`config.mk`:
```
export PLATFORM = sky130hd
export DESIGN_NAME = soc_coulomb_counter
export DESIGN_NICKNAME = d
export VERILOG_FILES = /design/src/rtl/soc_coulomb_counter.sv
export SDC_FILE = /design/constraint.sdc
export NUM_CORES = 1
export LEC_CHECK = 0
export ABC_AREA = 1
export CORE_ASPECT_RATIO = 2
export CORE_MARGIN = 4
export CORE_UTILIZATION = 35
export CTS_BUF_LIST = sky130_fd_sc_hd__clkbuf_2
export DETAILED_ROUTE_END_ITERATION = 12
export PLACE_DENSITY = 0.59
export SKIP_CTS_REPAIR_TIMING = 1
export SLEW_MARGIN = 30
export SYNTH_ARGS = -nofsm -noshare
export SYNTH_HDL_FRONTEND = slang
export SYNTH_SLANG_ARGS = --single-unit
```
`constraint.sdc`:
```
create_clock -name clk -period 6.7 [get_ports clk]
set_input_delay 1.005 -clock clk [delete_from_list [all_inputs] [get_ports clk]]
set_output_delay 1.005 -clock clk [all_outputs]
set_load 0.05 [all_outputs]
```
`src/rtl/soc_coulomb_counter.sv`:
```
// Coulomb counter: integrates four float32 cell currents into Q0.32 SOC per cell.
// One shared converter / multiplier / packer is stepped serially over cells 0..3.
module soc_coulomb_counter #(
  parameter logic [15:0] GAIN     = 16'h0100,
  parameter logic [31:0] INIT_SOC = 32'h80000000
) (
  input  logic        clk,
  input  logic        rst,
  input  logic        in_valid,
  output logic        in_ready,
  input  logic [31:0] i1,
  input  logic [31:0] i2,
  input  logic [31:0] i3,
  input  logic [31:0] i4,
  input  logic        load,
  input  logic [1:0]  load_cell,
  input  logic [31:0] load_soc,
  output logic [31:0] soc1,
  output logic [31:0] soc2,
  output logic [31:0] soc3,
  output logic [31:0] soc4,
  output logic        out_valid,
  output logic        err
);

  typedef enum logic [2:0] {S_IDLE, S_CONV, S_MAC, S_PACK, S_DONE} state_t;

  state_t             state_q, state_d;
  logic [1:0]         idx_q;
  logic [31:0]        cur_q [4];
  logic signed [31:0] fix_q;
  logic               skip_q;
  logic [31:0]        soc_q [4];
  logic [31:0]        soc_out_q [4];
  logic               err_q;
  logic               accept;
  logic [31:0]        cur;
  logic signed [47:0] prod;
  logic signed [31:0] delta;
  logic [31:0]        soc_next;

  function automatic logic signed [31:0] float_to_fix(input logic [31:0] f);
    logic [7:0]  e;
    logic [23:0] m;
    logic [31:0] mag;
    e   = f[30:23];
    m   = {1'b1, f[22:0]};
    mag = '0;
    if (e == 8'd0 || e == 8'd255) mag = '0;
    else if (e >= 8'd142)         mag = 32'h7FFFFFFF;
    else if (e >= 8'd134)         mag = {8'd0, m} << (e - 8'd134);
    else if ((8'd134 - e) < 8'd24) mag = {8'd0, m} >> (8'd134 - e);
    return f[31] ? -$signed(mag) : $signed(mag);
  endfunction

  function automatic logic [31:0] sat_sub(input logic [31:0] soc, input logic signed [31:0] d);
    logic signed [33:0] diff;
    diff = $signed({2'b00, soc}) - $signed({{2{d[31]}}, d});
    if (diff[33])      return '0;
    else if (diff[32]) return '1;
    else               return diff[31:0];
  endfunction

  function automatic logic [31:0] fix_to_float(input logic [31:0] q);
    int          p;
    logic [31:0] sh;
    logic [7:0]  e;
    logic [22:0] mant;
    p = 0;
    for (int i = 0; i < 32; i++) if (q[i]) p = i;
    sh   = q << (31 - p);
    e    = 8'(95 + p);
    mant = 23'((sh << 1) >> 9);
    return (q == '0) ? '0 : {1'b0, e, mant};
  endfunction

  assign in_ready  = (state_q == S_IDLE) && !load && !rst;
  assign accept    = in_valid && in_ready;
  assign out_valid = (state_q == S_DONE);
  assign err       = err_q;
  assign soc1      = soc_out_q[0];
  assign soc2      = soc_out_q[1];
  assign soc3      = soc_out_q[2];
  assign soc4      = soc_out_q[3];

  always_comb begin
    cur      = cur_q[idx_q];
    prod     = 48'(fix_q) * $signed({32'd0, GAIN});
    delta    = 32'(prod >>> 16);
    soc_next = sat_sub(soc_q[idx_q], delta);
  end

  always_comb begin
    state_d = state_q;
    case (state_q)
      S_IDLE:  if (accept) state_d = S_CONV;
      S_CONV:  state_d = S_MAC;
      S_MAC:   state_d = S_PACK;
      S_PACK:  state_d = (idx_q == 2'd3) ? S_DONE : S_CONV;
      S_DONE:  state_d = S_IDLE;
      default: state_d = S_IDLE;
    endcase
  end

  always_ff @(posedge clk) begin
    if (rst) begin
      state_q <= S_IDLE;
      idx_q   <= 2'd0;
      err_q   <= 1'b0;
    end else begin
      state_q <= state_d;
      if (accept) idx_q <= 2'd0;
      else if (state_q == S_PACK && idx_q != 2'd3) idx_q <= idx_q + 2'd1;
      if (state_q == S_CONV && cur[30:23] >= 8'd142) err_q <= 1'b1;
    end
  end

  always_ff @(posedge clk) begin
    if (rst) begin
      for (int i = 0; i < 4; i++) begin
        soc_q[i]     <= INIT_SOC;
        soc_out_q[i] <= '0;
      end
    end else begin
      if (state_q == S_IDLE && load) soc_q[load_cell] <= load_soc;
      // MAC: non-finite inputs leave the cell untouched
      if (state_q == S_MAC && !skip_q) soc_q[idx_q] <= soc_next;
      // PACK: republish this cell as float32
      if (state_q == S_PACK) soc_out_q[idx_q] <= fix_to_float(soc_q[idx_q]);
    end
  end

  // CONV: sample capture and float -> Q16.16 conversion of the current cell
  always_ff @(posedge clk) begin
    if (accept) cur_q <= '{i1, i2, i3, i4};
    if (state_q == S_CONV) begin
      fix_q  <= float_to_fix(cur);
      skip_q <= (cur[30:23] == 8'hFF);
    end
  end

endmodule

```
==> summary.md <==
| Metric | Value |
|---|---|
| Placed Cells | 3831 |
| CP Data Arrival Time | roughly 7000 ps |
| Post-synthesis sequential area ratio | around 52% |
| Largest net degree at the start of global routing | 68 |
| Fmax | 165 MHz |
| Finished Layout Cells | 3986 |
| Buffers on Ports | 288 |
| DIE WIDTH | 191 microns |
| Max FO, Critical Path | 44 |
| Post-synth EDFFs | 401 |
| Most used cell, CP | nand2_1 |
| Final Wtd Congestion | 0.998 |
| Critical Path RT | 7660 ps |
| Min Tclk post-route | 6050 ps |
| Peak supply drop | 0.139 mV |
| Post-route ant nets | 0 |
| Final instance area | 0.0281 sq mm |
| Post-DP Area | 0.0272 sq mm |
| Most common cell after layout, fill and taps aside | nand2_1 |
| Leakage power | roughly 11 nW |
| Fraction of layout cells with a size suffix above 1 | 9.48% |
| Mapped Area | 0.0235 sq mm |
| Nets | 3243 |
| Count of state elements after synthesis | between 400 and 500 |
| CP startpoint kind | flop |
| Period Utilization, post-route | 90.3% |
| Crit Path Category | flop to flop |
| Clk sink count | roughly 400 |
| Max-cap viol count | 0 |
| CTS tree | yes |
| Slowest-stage cell, CP | a32oi_1 |
| Top FF cell, synth | edfxtp_1 |
| Vias per cell | 5.24 |
| DR DRC count | 0 |
| Gr usage total | 22.5% |
| Initial drt markers | about 1.2k |
| Power per cell area | 220 mW/mm^2 |
| Mapped Cells | 2739 |
| Drt pass-1 iters | 6 |
| Reg clk slew, reported paths | roughly 130 ps |
| Power share of the clock group | between 20% and 30% |
| Post-detail-place hpwl | 65400 microns |
| Total number of vias | 20.9k |
| Most frequent cells in the layout | nand2_1 (706), edfxtp_1 (401), nor2_1 (311) |
| Final setup vio count | 0 |
| Number of buffers created by CTS | between 80 and 90 |
| Worst Setup End Kind | flop |
| First-pass GRT wire length | 121000 microns |
| Rows | 134 |
| DR WL/cell | 20.8 microns |
| Final Hold Fails | 0 |
| Max incr delay on CP | 670 ps |
| IO Pins | 297 |
| Setup_tns | 0 ps |
| Slew Limit Fails | 0 |
| Vias in the first global route | about 21k |
| Unrepaired setup endpoints after global routing | false |
| Sw Pwr | 2.04 mW |
| HP Class | primary input to flop |
| CTS Buffer Depth | 3 |
| Status | completed |
| H-tree depth | 3 |
| CTS root buf | clkbuf_2 |
| Syn Area/Cell | 8.57 sq um |
| Worst slack, placed | 798 ps |
| Post-synth ARST share | 0% |
| Initial antenna violation count | 2 |
| Switching share of power | 33.0% |
| Starting Density | a little over a third |
| Final WS setup | 647 ps |
| Sequential power share | 49.4% |
| Core area | 0.0666 sq mm |
| Worst skew pair latency | about 1300 ps |
| Max-slew headroom | 39.6% |
| Synth unique cells | between 60 and 70 |
| Logic pwr share | 22.7% |
| Full die area | 0.0715 sq mm |
| Yosys warnings | 0 |
| P&R area growth vs syn | 19.9% |
| Overflow after GRT | 0 |
| Internal | 4.14 mW |
| Clock Skew | 114 ps |
| Fillers | 6711 |
| Worst-Margin Slew | 904 ps |
| Hold Crit Start | i3[20] |
| Die Ht | 374 microns |
| Final wirelength | slightly above 80000 microns |
[stage by stage]
stage / total power, mW / hold slack (ps) / util (%)
global route: 6.46 / 306 / 42.3
floorplan: 4.00 / 498 / -
global placement: 4.50 / 466 / 40.9
finish: 6.19 / 368 / 42.3
CTS: 6.24 / 232 / 42.3
detailed placement: 4.51 / 459 / 40.9
[power groups by stage]
stage | Combinational (mW) | Sequential (mW) | Clock [mW]
2_1_floorplan | 0.793 | 3.20 | 0
3_3_place_gp | 1.38 | 3.11 | 0
3_5_place_dp | 1.39 | 3.12 | 0
4_1_cts | 1.40 | 3.06 | 1.78
5_1_grt | 1.52 | 3.07 | 1.87
6_report | 1.41 | 3.06 | 1.72
[cells by family after synthesis]
logic type / share of synthesized area (%)
AND/OR/NAND/NOR: 24.9
AO/OA/AOI/OAI: 11.5
flip-flops: 52.0
buffers and inverters: 7.12
XOR/XNOR: 1.89
adder cells (fa/ha/maj): 2.22
multiplexers: 0.341
other: 0.0160
[state kept, by name, indices dropped and copies added, names as in the netlist, named ones only]
| register | cells |
|---|---|
| cur_q | 128 |
| soc_q | 128 |
| soc_out_q | 120 |
| fix_q | 24 |
| state_q | 3 |
| idx_q | 2 |
| err | 1 |
| skip_q | 1 |
[layout make-up]
| class | count | area [sq um] | share of cell area [%] |
|---|---|---|---|
| Multi-Input combinational cell | 1945 | 9660 | 34.3 |
| Clock inverter | 39 | 330 | 1.17 |
| Clock buffer | 114 | 571 | 2.03 |
| Inverter | 246 | 931 | 3.31 |
| Antenna cell | 2 | 5.00 | 0.0178 |
| Timing Repair Buffer | 347 | 3330 | 11.8 |
| Tap cell | 884 | 1110 | 3.93 |
| Sequential cell | 409 | 12200 | 43.4 |
[worst paths after layout]
check,endpoint,slack (ps),cells past startpoint
setup / recovery,soc_q[0][13]$_SDFFCE_PN0P_,650,29
hold / removal,cur_q[52]$_DFFE_PP_,370,1
setup reg to reg,soc_q[0][13]$_SDFFCE_PN0P_,650,29
hold reg to reg,err$_SDFFE_PP0P_,480,2
[metal layers]
metal	global-route usage [%]	vias up	routed length, microns
met5	0	-	0
met4	19.6	0	7880
met3	3.61	340	4510
met2	44.4	920	46000
met1	18.1	9670	24500
li1	-	9947	-
[worst max-delay path: cells and delay by family, from the launching register on]
family	cells	cell delay (ps)
AO/OA/AOI/OAI	11	2750
adder cells (fa/ha/maj)	1	440
buffers and inverters	7	1040
flip-flops	1	570
AND/OR/NAND/NOR	10	930
[synthesized netlist by cell type, types with 5 or more instances]
cell type  instances  area [sq um]
nand2_1          710          2670
edfxtp_1         401         12000
nor2_1           313          1170
nand3_1          262          1310
inv_1            220           826
a21oi_1          144           721
o21ai_0          114           571
clkbuf_1          71           267
o21ai_1           69           345
ha_1              40           500
xor2_1            36           315
buf_2             35           175
a32oi_1           28           245
o22ai_1           23           144
buf_4             22           165
inv_2             19          71.3
nand2_2           15          93.8
nor3_1            14          70.1
a31oi_1           13          81.3
or2_2             13          81.3
o211ai_1          11          82.6
xnor2_1           11          96.3
nand4_1           10          62.6
a32o_1             9          90.1
buf_1              9          33.8
buf_6              9           101
dfxtp_1            8           160
mux2i_1            8          80.1
nand3_2            7          70.1
nor4_1             7          43.8
o21ai_2            7          61.3
clkinv_1           6          22.5
a21oi_2            5          43.8
a22oi_1            5          37.5
nand2_4            5          56.3
nor2_2             5          31.3
Power figures use the tool's default switching activity.
